`config.mk`:
```
export PLATFORM = sky130hd
export DESIGN_NAME = fc_feature_streamer
export DESIGN_NICKNAME = d
export VERILOG_FILES = /design/src/rtl/lenet_pkg.sv /design/src/rtl/stream_skid_buf.sv /design/src/rtl/fc_feature_streamer.sv
export SDC_FILE = /design/constraint.sdc
export NUM_CORES = 1
export LEC_CHECK = 0
export BUFFER_PORTS_ARGS = -buffer_cell sky130_fd_sc_hd__buf_2
export CAP_MARGIN = 15
export CORE_MARGIN = 4
export CORE_UTILIZATION = 50
export CTS_BUF_LIST = sky130_fd_sc_hd__clkbuf_16
export DETAILED_ROUTE_END_ITERATION = 8
export PLACE_DENSITY = 0.84
export SYNTH_ARGS = -nofsm -noshare
export SYNTH_HDL_FRONTEND = slang
export SYNTH_SLANG_ARGS = --single-unit
```
`constraint.sdc`:
```
create_clock -name clk -period 5.4 [get_ports clk]
set_input_delay 0.81 -clock clk [delete_from_list [all_inputs] [get_ports clk]]
set_output_delay 0.81 -clock clk [all_outputs]
set_load 0.1 [all_outputs]
```
`src/rtl/lenet_pkg.sv`:
```
// Shared LeNet datapath constants and stream-control types.
package lenet_pkg;

    localparam int unsigned DATA_WIDTH   = 16;
    localparam int unsigned FC1_IN_SIZE  = 400;
    localparam int unsigned FC1_OUT_SIZE = 120;

    typedef enum logic [1:0] {
        IDLE,
        STREAM,
        DRAIN,
        WAIT_FC
    } fc_stream_state_t;

endpackage

```
`src/rtl/stream_skid_buf.sv`:
```
// Two-entry register FIFO used as the output skid buffer of layer streamers.
module stream_skid_buf #(
    parameter int unsigned WIDTH = 17
) (
    input  logic             clk,
    input  logic             rst_n,
    input  logic             push,
    input  logic             pop,
    input  logic [WIDTH-1:0] wr_data,
    output logic [WIDTH-1:0] rd_data,
    output logic [1:0]       count
);

    logic [WIDTH-1:0] entry0_q, entry1_q;
    logic [1:0]       count_q, count_d;
    logic [1:0]       wr_slot;

    always_comb begin
        count_d = count_q;
        unique case ({push, pop})
            2'b10:   count_d = count_q + 2'd1;
            2'b01:   count_d = count_q - 2'd1;
            default: count_d = count_q;
        endcase
        // Slot the pushed word lands in after any simultaneous pop shifts the queue.
        wr_slot = count_q - {1'b0, pop};
    end

    always_ff @(posedge clk or negedge rst_n) begin
        if (!rst_n) begin
            entry0_q <= '0;
            entry1_q <= '0;
            count_q  <= 2'd0;
        end else begin
            count_q <= count_d;
            if (pop) begin
                entry0_q <= entry1_q;
            end
            if (push) begin
                if (wr_slot == 2'd0) begin
                    entry0_q <= wr_data;
                end else begin
                    entry1_q <= wr_data;
                end
            end
        end
    end

    assign rd_data = entry0_q;
    assign count   = count_q;

endmodule

```
`src/rtl/fc_feature_streamer.sv`:
```
// Streams the flattened feature vector from the feature buffer to the FC layer
// over a valid/ready link, then waits for fc_done before reporting done.
module fc_feature_streamer
    import lenet_pkg::*;
#(
    parameter int unsigned DATA_WIDTH = lenet_pkg::DATA_WIDTH,
    parameter int unsigned INPUT_SIZE = FC1_IN_SIZE,
    parameter int unsigned ADDR_WIDTH = $clog2(INPUT_SIZE)
) (
    input  logic                  clk,
    input  logic                  rst_n,
    input  logic                  start,
    output logic                  busy,
    output logic                  done,
    output logic                  mem_rd_en,
    output logic [ADDR_WIDTH-1:0] mem_rd_addr,
    input  logic [DATA_WIDTH-1:0] mem_rd_data,
    output logic [DATA_WIDTH-1:0] out_data,
    output logic                  out_valid,
    input  logic                  out_ready,
    output logic                  out_last,
    input  logic                  fc_done
);

    localparam int unsigned CNT_WIDTH = ADDR_WIDTH + 1;
    localparam logic [CNT_WIDTH-1:0] LAST_IDX = CNT_WIDTH'(INPUT_SIZE - 1);

    fc_stream_state_t     state_q, state_d;
    logic [CNT_WIDTH-1:0] rd_cnt_q, rd_cnt_d;
    logic                 inflight_q, inflight_last_q;
    logic                 done_q, done_d;

    logic                  buf_push, buf_pop, buf_valid, hs, can_read;
    logic [1:0]            buf_count, credit;
    logic [DATA_WIDTH:0]   buf_head;

    stream_skid_buf #(
        .WIDTH (DATA_WIDTH + 1)
    ) u_skid (
        .clk     (clk),
        .rst_n   (rst_n),
        .push    (buf_push),
        .pop     (buf_pop),
        .wr_data ({inflight_last_q, mem_rd_data}),
        .rd_data (buf_head),
        .count   (buf_count)
    );

    // An arriving read word bypasses the empty buffer so the first word is
    // presented the cycle its data returns.
    always_comb begin
        buf_valid = (buf_count != 2'd0);
        out_valid = buf_valid | inflight_q;
        if (buf_valid) begin
            {out_last, out_data} = buf_head;
        end else if (inflight_q) begin
            {out_last, out_data} = {inflight_last_q, mem_rd_data};
        end else begin
            {out_last, out_data} = '0;
        end
        hs       = out_valid & out_ready;
        buf_pop  = hs & buf_valid;
        buf_push = inflight_q & ~(hs & ~buf_valid);
        credit   = buf_count + {1'b0, inflight_q};
        can_read = (credit < 2'd2) | ((credit == 2'd2) & hs);
    end

    always_comb begin
        state_d   = state_q;
        rd_cnt_d  = rd_cnt_q;
        done_d    = 1'b0;
        mem_rd_en = 1'b0;
        unique case (state_q)
            IDLE: begin
                // done_q blocks a start arriving alongside the done pulse.
                if (start && !done_q) begin
                    state_d  = STREAM;
                    rd_cnt_d = '0;
                end
            end
            STREAM: begin
                if (can_read) begin
                    mem_rd_en = 1'b1;
                    rd_cnt_d  = rd_cnt_q + 1'b1;
                    if (rd_cnt_q == LAST_IDX) begin
                        state_d = DRAIN;
                    end
                end
            end
            DRAIN: begin
                if (hs && out_last) begin
                    state_d = WAIT_FC;
                end
            end
            WAIT_FC: begin
                if (fc_done) begin
                    state_d  = IDLE;
                    rd_cnt_d = '0;
                    done_d   = 1'b1;
                end
            end
            default: state_d = IDLE;
        endcase
    end

    always_ff @(posedge clk or negedge rst_n) begin
        if (!rst_n) begin
            state_q         <= IDLE;
            rd_cnt_q        <= '0;
            inflight_q      <= 1'b0;
            inflight_last_q <= 1'b0;
            done_q          <= 1'b0;
        end else begin
            state_q         <= state_d;
            rd_cnt_q        <= rd_cnt_d;
            inflight_q      <= mem_rd_en;
            inflight_last_q <= mem_rd_en && (rd_cnt_q == LAST_IDX);
            done_q          <= done_d;
        end
    end

    assign mem_rd_addr = rd_cnt_q[ADDR_WIDTH-1:0];
    assign busy        = (state_q != IDLE);
    assign done        = done_q;

endmodule
```
==> results of run 1 <==
per-layer routing:
metal,track usage [%],vias up
li1,-,1079
met1,23.3,1068
met2,30.2,55
met3,4.06,4
met4,5.50,0
met5,0,-
flip-flops by register name, indices dropped and copies added (netlist names):
signal           flops
inflight_q           1
u_skid.rd_data      17
u_skid.count         2
done                 1
inflight_last_q      1
rd_cnt_q            10
state_q              2
u_skid.entry1_q     17
placed cells by master (no fill, tap or decap), types with 3 or more instances in the layout:
cell type / instances
or3_1: 3
inv_1: 9
clkbuf_16: 5
mux2i_1: 17
and2_1: 3
nor2_1: 3
nand2_1: 65
ha_1: 7
mux2_2: 17
nand3_1: 5
dfrtp_1: 51
o211ai_1: 3
or4_1: 3
o21ai_0: 41
buf_2: 50
a31oi_1: 3
nor2b_1: 3
and3_1: 3
nand2b_1: 4
layout make-up:
| type | instances | area [um^2] |
|---|---|---|
| fill | 467 | 2090 |
| multi-input combinational | 209 | 1380 |
| sequential | 51 | 1280 |
| timing repair buffer | 52 | 265 |
| clock buffer | 5 | 125 |
| tap | 70 | 87.6 |
| inverter | 8 | 30.0 |
| clock inverter | 3 | 16.3 |
logic make-up after synthesis:
group | Yosys count
adder cells (fa/ha/maj) | 7
AO/OA/AOI/OAI | 62
flip-flops | 51
AND/OR/NAND/NOR | 102
multiplexers | 35
buffers and inverters | 32
XOR/XNOR | 3
critical path: cells and delay by family, from the launching register on:
kind	cells	cell delay, ns
buf+inv	1	0.44
simple gates	3	0.68
fa+ha+maj	1	0.35
flops	1	0.84
per-stage QoR:
| stage | hold WS (ns) | setup WS, ns |
|---|---|---|
| 4_1_cts | 0.510 | 2.00 |
| 5_1_grt | 0.533 | 1.83 |
| 3_5_place_dp | 0.495 | 2.32 |
| 2_1_floorplan | 0.468 | 1.35 |
| 3_3_place_gp | 0.486 | 2.35 |
| 6_report | 0.506 | 2.00 |
final timing paths:
check | to
max | mem_rd_en
min | u_skid.entry1_q[0]
max reg2reg | u_skid.count[1]
min reg2reg | u_skid.entry1_q[0]
max in group asynchronous | rd_cnt_q[6]
min in group asynchronous | u_skid.entry1_q[4]
==> summary.txt, run 1 <==
STA
  • Setup violators final: 0
  • Final count of pins violating max slew: 0
  • F_max: 0.294 GHz
  • Final Hold Fails: 0
  • Worst-Margin Slew: 1.10 ns
  • Fin crit period: 3.40 ns
  • Sum of negative setup slack: 0 ns
  • RSZ-0062 raised after global routing: no
  • Rel. slew slack: 26.5%
  • Final period utilization: 63.1%
  • Final setup skew: 0.00824 ns

Synth
  • Dominant register cell in the synthesized netlist: dfrtp_1
  • Synthesis warning total: 0
  • Number of synthesized flops with an enable pin: 0
  • Synth async-reset ratio: 100%
  • Post-Synth Adder-Cell Area: 3.13%
  • Synth Area in Compound Gates: 13.7%
  • Distinct cells, synth: 42
  • Mapped Avg Cell Area: 9.60 um^2
  • Post-synthesis sequential area ratio: 45.5%
  • Synth Area in XOR/XNOR: 0.938%
  • Commonest cells in the netlist: nand2_1, dfrtp_1, o21ai_0
  • Count leader, synth: nand2_1
  • Synth Register Bits: 51
  • Post-synthesis simple-gate area fraction: 17.7%
  • Post-Synthesis Cells: 292
  • Largest family of logic cells by synthesized area: simple AND/OR/NAND/NOR gates
  • Synth top area share: 45.5%
  • Main area contributors after synthesis: dfrtp_1, nand2_1, o21ai_0, mux2_2, mux2i_1
  • Post-Syn Nets: 320
  • Leading area contributor after synthesis: dfrtp_1
  • Fraction of synthesized area in multiplexers: 13.3%
  • Synthesized area: 2800 um^2

Placement
  • Placed cell areas: 3030 um^2
  • DP Wirelength: 3930 um
  • Placer Congestion: 0.774
  • Inst Count DP: 390
  • Count of input and output buffers: 50

Clock tree
  • Setup Buffers After CTS: 0
  • CTS Sinks: 51
  • H-tree depth: 2
  • Clock-pin slew on the worst setup and hold paths: 0.07 ns
  • CTS Root Cell: clkbuf_16
  • Post_cts resized: 0
  • Clock latency on the worst-skew pair: 0.29 ns
  • Max Buffers Root-to-Sink: 2
  • Cts hold-fix bufs: 0
  • Cts bufs inserted: 5
  • CTS tree: done

Floorplanning
  • Die height: 82.9 um
  • Initial Utilization: 53.2%
  • Placement Rows: 26
  • Ports: 51
  • Core box area: 5270 um^2
  • Width of the die: 82.9 um
  • Die area: 6870 um^2

Critical path
  • CP Data Required Time: 4.59 ns
  • Critical Path AT: 2.59 ns
  • Critical-path top delay cell: dfrtp_1
  • R2r setup slk: 2.57 ns
  • Critical-path cell list: ha_1, nand2b_1, nand3b_1, and3_1, buf_2
  • Setup Crit Path Kind: register to primary output
  • Worst Setup SP: inflight_q
  • Endpoint class of the critical path: primary output
  • Crit-path max FO: 23
  • CP Launch Type: register
  • Slowest stage delay, CP: 0.84 ns
  • Worst r2r src: u_skid.count[1]
  • Cell depth of the worst flop-to-flop path: 6

GRT
  • Vias in the first global route: 2320
  • Total gr overflow: 0
  • First-pass GRT wire length: 10600 um
  • GR Util All Layers: 18.0%
  • Antenna violations before repair: 0
  • Largest net degree at the start of global routing: 52

Detailed routing
  • Drt pass-1 iters: 4
  • Met2 wire len: 2870 um
  • DR vias: 2206
  • Vias per cell: 5.54
  • Avg WL per Cell: 14.6 um
  • DRC viols: 0
  • Post-route ant nets: 0
  • WL final: 5830 um
  • Max layer used: met4
  • Initial DRC Count: 193
  • WL met1: 2650 um
  • Met3 WL post-DR: 247 um

Final layout
  • Post-route cell area: 3180 um^2
  • Post-Layout Cell Count: 398
  • Area grow syn2layout: 13.3%
  • Layout Utilization: 60.3%
  • Layout cells sized above 1: 25.6%
  • N_diodes: 0
  • Layout net count: 355

Worst hold path
  • Min-delay worst type: register to register
  • Cell depth of the worst min-delay path: 1
  • HP Start: u_skid.entry1_q[0]

Job
  • Max cap viols: 0

Run status
  • Status: finished, final reports clean
Power of run 1 is not shown: default switching activity piles up to over one toggle a cycle in this logic, so the estimate is an artifact.
==> run 2, diff against run 1 <==
- clock period: 5.4 -> 3.3 ns (I/O delays scaled with it)
==> run 2 against run 1 <==
Net effect:
- clock skew fell by 0.0036 ns
- via count fell by 0.63%
- register-to-register slack got worse by 1.5 ns
- die area did not move
- critical path type unchanged
- worst setup slack got worse by 1.4 ns
==> summary.txt, run 2 (synthesis gave the netlist of run 1 again) <==
Run status
  • Status: finished, final reports clean

STA
  • RSZ-0062 raised after global routing: no
  • Rel. slew slack: 37.0% (+11 points)
  • Final Hold Fails: 0 (unchanged)
  • Setup violators final: 0 (unchanged)
  • Final period utilization: 81.9%
  • F_max: 0.370 GHz
  • Sum of negative setup slack: 0 ns (unchanged)
  • Final count of pins violating max slew: 0 (unchanged)
  • Worst-Margin Slew: 0.945 ns (-0.158 ns)
  • Fin crit period: 2.70 ns
  • Final setup skew: 0.00467 ns (-0.00357 ns)

GRT
  • First-pass GRT wire length: 9830 um (-7.2%)
  • Largest net degree at the start of global routing: 52 (unchanged)
  • Vias in the first global route: 2200 (-5.2%)
  • Antenna violations before repair: 0 (unchanged)
  • GR Util All Layers: 16.8% (-1.2 points)
  • Total gr overflow: 0 (unchanged)

Final layout
  • Commonest non-fill, non-tap cell in the layout: nand2_1
  • Multi-input gate area: 1380 um^2 (unchanged)
  • Layout net count: 358 (+0.85%)
  • Register Area: 1280 um^2 (unchanged)
  • Area grow syn2layout: 15.4%
  • Fill count: 476 (+1.9%)
  • Post-route cell area: 3230 um^2 (+1.9%)
  • Commonest non-fill, non-tap cells in the layout: nand2_1, dfrtp_1, buf_2
  • N_diodes: 0 (unchanged)
  • Layout cells sized above 1: 26.3% (+0.67 points)

Job
  • Max cap viols: 0 (unchanged)

Detailed routing
  • WL final: 5590 um (-4.1%)
  • Avg WL per Cell: 13.9 um (-4.8%)
  • DRC viols: 0 (unchanged)
  • Initial DRC Count: 111 (-42%)
  • Drt pass-1 iters: 4 (unchanged)
  • DR vias: 2192 (-0.63%)
  • Post-route ant nets: 0 (unchanged)
  • Vias per cell: 5.47 (-1.4%)

Clock tree
  • Clock latency on the worst-skew pair: 0.29 ns (about the same)
  • Post_cts resized: 0 (unchanged)
  • CTS Sinks: 51 (unchanged)
  • Setup Buffers After CTS: 0 (unchanged)
  • Cts hold-fix bufs: 0 (unchanged)
  • CTS tree: done
  • Cts bufs inserted: 5 (unchanged)
  • CTS Root Cell: clkbuf_16
  • Clock-pin slew on the worst setup and hold paths: 0.07 ns (about the same)
  • Max Buffers Root-to-Sink: 2 (unchanged)
  • H-tree depth: 2 (unchanged)

Floorplanning
  • Width of the die: 82.9 um (unchanged)
  • Die area: 6870 um^2 (unchanged)
  • Ports: 51 (unchanged)
  • Core box area: 5270 um^2 (unchanged)
  • Initial Utilization: 53.2% (unchanged)
  • Placement Rows: 26 (unchanged)
  • Die height: 82.9 um (unchanged)

Critical path
  • Cell depth of the worst flop-to-flop path: 6 (unchanged)
  • CP Launch Type: register
  • Critical Path AT: 2.21 ns (-0.38 ns)
  • Endpoint class of the critical path: primary output
  • CP Data Required Time: 2.80 ns (-1.79 ns)
  • Crit-path max FO: 8 (-65%)
  • R2r setup slk: 1.07 ns (-1.50 ns)
  • Setup Crit Path Kind: register to primary output

Worst hold path
  • Min-delay worst type: input pin to asynchronous set/reset pin

Placement
  • Placed cell areas: 3040 um^2 (+0.25%)
  • Count of input and output buffers: 50 (unchanged)
  • DP Wirelength: 3830 um (-2.6%)
  • Placer Congestion: 0.850 (+9.8%)
[run 2: layout make-up]
type | instances | area share, %
multi-input combinational | 209 | 42.5
timing repair buffer | 55 | 9.90
clock buffer | 5 | 3.87
inverter | 8 | 0.928
clock inverter | 3 | 0.619
sequential | 51 | 39.5
tap | 70 | 2.71
[run 2: final timing paths]
kind / from / to
min in group clk: fc_done / done
worst max-delay path: u_skid.count[0] / mem_rd_en
worst max register to register: u_skid.count[0] / rd_cnt_q[9]
worst min-delay path: rst_n / u_skid.entry1_q[4]
worst min register to register: u_skid.entry1_q[9] / u_skid.entry1_q[9]
max in group asynchronous: rst_n / rd_cnt_q[4]
[run 2: worst max-delay path, stage by stage, from the launching register on]
cell      delay (ns)
dfrtp_1         0.47
ha_1            0.30
nand2b_1        0.19
nand3b_1        0.26
and3_1          0.25
buf_2           0.44
[run 2: per-layer routing]
layer  track usage [%]  up-vias  wire [um]  share of wire [%]
met2              28.4       41       2770                 50
met4              5.79        0         58                1.0
met5                 0        -          0                  0
li1                  -     1092          -                  -
met3              4.36        5        251                4.5
met1              20.9     1054       2510                 45
[run 2: stage by stage]
step	util (%)	instances	worst slack [ns]	hold WS, ns
after floorplan	-	292	-0.437	0.199
after global placement	57.7	391	0.778	0.485
after detailed placement	57.7	391	0.689	0.493
after CTS	60.5	399	0.380	0.432
after global routing	61.4	401	0.489	0.135
final	61.4	401	0.597	0.103
Power of run 2 is left out for the same reason.
==> run 3, diff against run 2 <==
- clock period: 3.3 -> 2.5 ns (I/O delays scaled with it)
==> run 3 against run 2 <==
Net effect:
- die area unchanged
- critical path depth unchanged
- clock skew rose by 0.0013 ns
- wire length up 9.7%
- via count up 2.7%
- critical path type unchanged
- hold slack improved by 0.22 ns
- first-iteration DRC count up 16%
- global-route usage up 1.8 points
- count of clock-buffer cells in the layout stayed put
==> summary.txt, run 3 (synthesis gave the netlist of run 1 again) <==
Run status
  • Status: finished, final reports clean

Critical path
  • Critical-path top delay cell: dfrtp_2
  • CP Data Required Time: 2.12 ns (-0.68 ns)
  • Cell depth of the worst flop-to-flop path: 6 (unchanged)
  • Endpoint class of the critical path: primary output
  • Slowest stage delay, CP: 0.46 ns (about the same)
  • CP Launch Type: register
  • Critical Path AT: 1.98 ns (-0.23 ns)
  • Critical-path cell list: ha_1, nand2b_1, nand3b_1, and3_1, buf_12
  • Crit-path max FO: 8 (unchanged)
  • Setup Crit Path Kind: register to primary output

Detailed routing
  • Avg WL per Cell: 15.2 um (+8.9%)
  • Vias per cell: 5.57 (+2.0%)
  • WL final: 6130 um (+9.7%)
  • Post-route ant nets: 0 (unchanged)
  • Initial DRC Count: 129 (+16%)
  • DRC viols: 0 (unchanged)
  • DR vias: 2252 (+2.7%)
  • Drt pass-1 iters: 4 (unchanged)

Clock tree
  • CTS tree: done
  • CTS Sinks: 51 (unchanged)
  • Max Buffers Root-to-Sink: 2 (unchanged)
  • Clock-pin slew on the worst setup and hold paths: 0.07 ns (about the same)
  • Cts bufs inserted: 5 (unchanged)
  • CTS Root Cell: clkbuf_16
  • Setup Buffers After CTS: 0 (unchanged)
  • H-tree depth: 2 (unchanged)
  • Clock latency on the worst-skew pair: 0.28 ns (about the same)

Job
  • Max cap viols: 0 (unchanged)

Placement
  • DP Wirelength: 4240 um (+11%)
  • Count of input and output buffers: 50 (unchanged)
  • Placer Congestion: 0.836 (-1.7%)

Floorplanning
  • Core box area: 5270 um^2 (unchanged)
  • Placement Rows: 26 (unchanged)
  • Die area: 6870 um^2 (unchanged)
  • Die height: 82.9 um (unchanged)
  • Initial Utilization: 53.2% (unchanged)
  • Ports: 51 (unchanged)
  • Width of the die: 82.9 um (unchanged)

Final layout
  • Layout net count: 361 (+0.84%)
  • Area grow syn2layout: 24.7%
  • Layout cells sized above 1: 26.9% (+0.66 points)
  • Layout Utilization: 66.3% (+4.9 points)
  • Commonest non-fill, non-tap cell in the layout: nand2_1
  • N_diodes: 0 (unchanged)
  • Commonest non-fill, non-tap cells in the layout: nand2_1, dfrtp_1, buf_2

STA
  • RSZ-0062 raised after global routing: no
  • Worst-Margin Slew: 0.486 ns (-0.459 ns)
  • Final setup skew: 0.00601 ns (+0.00135 ns)
  • Final Hold Fails: 0 (unchanged)
  • Sum of negative setup slack: 0 ns (unchanged)
  • Setup violators final: 0 (unchanged)
  • F_max: 0.425 GHz
  • Fin crit period: 2.35 ns
  • Final period utilization: 94.1%
  • Final count of pins violating max slew: 0 (unchanged)
  • Rel. slew slack: 67.2% (+30 points)

GRT
  • Largest net degree at the start of global routing: 36 (-31%)
  • Vias in the first global route: 2280 (+3.6%)
  • Total gr overflow: 0 (unchanged)
  • Antenna violations before repair: 0 (unchanged)
  • GR Util All Layers: 18.6% (+1.8 points)
  • First-pass GRT wire length: 10700 um (+8.6%)

Worst hold path
  • Cell depth of the worst min-delay path: 3
  • Min-delay worst type: input pin to register
## run 3: stage by stage
stage	hold WS, ns	setup slack [ns]	instances	cell area, um^2
after floorplan	0.0794	-0.368	292	2800
after global placement	0.245	0.425	395	3340
after detailed placement	0.250	0.360	395	3340
after CTS	0.318	0.123	404	3490
after global routing	0.331	0.0284	404	3490
final	0.322	0.148	404	3490
## run 3: worst paths after layout
check,slack [ns],startpoint,to
worst min register to register,0.51,u_skid.entry1_q[9],u_skid.entry1_q[9]
worst min-delay path,0.32,mem_rd_data[5],u_skid.rd_data[5]
worst max-delay path,0.15,u_skid.count[0],mem_rd_en
min in group asynchronous,0.49,rst_n,u_skid.rd_data[4]
worst max register to register,0.27,u_skid.count[0],rd_cnt_q[6]
max in group asynchronous,1.43,rst_n,u_skid.count[0]
## run 3: repair_timing
item / 4_1_cts / 5_1_grt
endpoints found under the hold margin: 9 / 0
resized for setup: 0 / 1
setup endpoints to repair: 0 / 1
hold buffers: 1 / 0
## run 3: cell type report
cell class / count / area [um^2]
Multi-Input combinational cell: 209 / 1380
Timing Repair Buffer: 58 / 583
Sequential cell: 51 / 1280
Clock inverter: 3 / 16.3
Fill cell: 403 / 1780
Clock buffer: 5 / 125
Inverter: 8 / 30.0
Tap cell: 70 / 87.6
## run 3: routing by layer
layer  share of wire (%)  track usage [%]  wire length (um)
met5                   0                0                 0
met4                 1.3             6.69                79
met3                 4.8             3.47               295
met2                  51             32.1              3140
met1                  43             23.2              2620
## run 3: critical path: cells and delay by family (launching register included)
kind	cells	cell delay (ns)
buf+inv	1	0.20
fa+ha+maj	1	0.28
flops	1	0.46
simple gates	3	0.75
Power of run 3 is left out for the same reason.
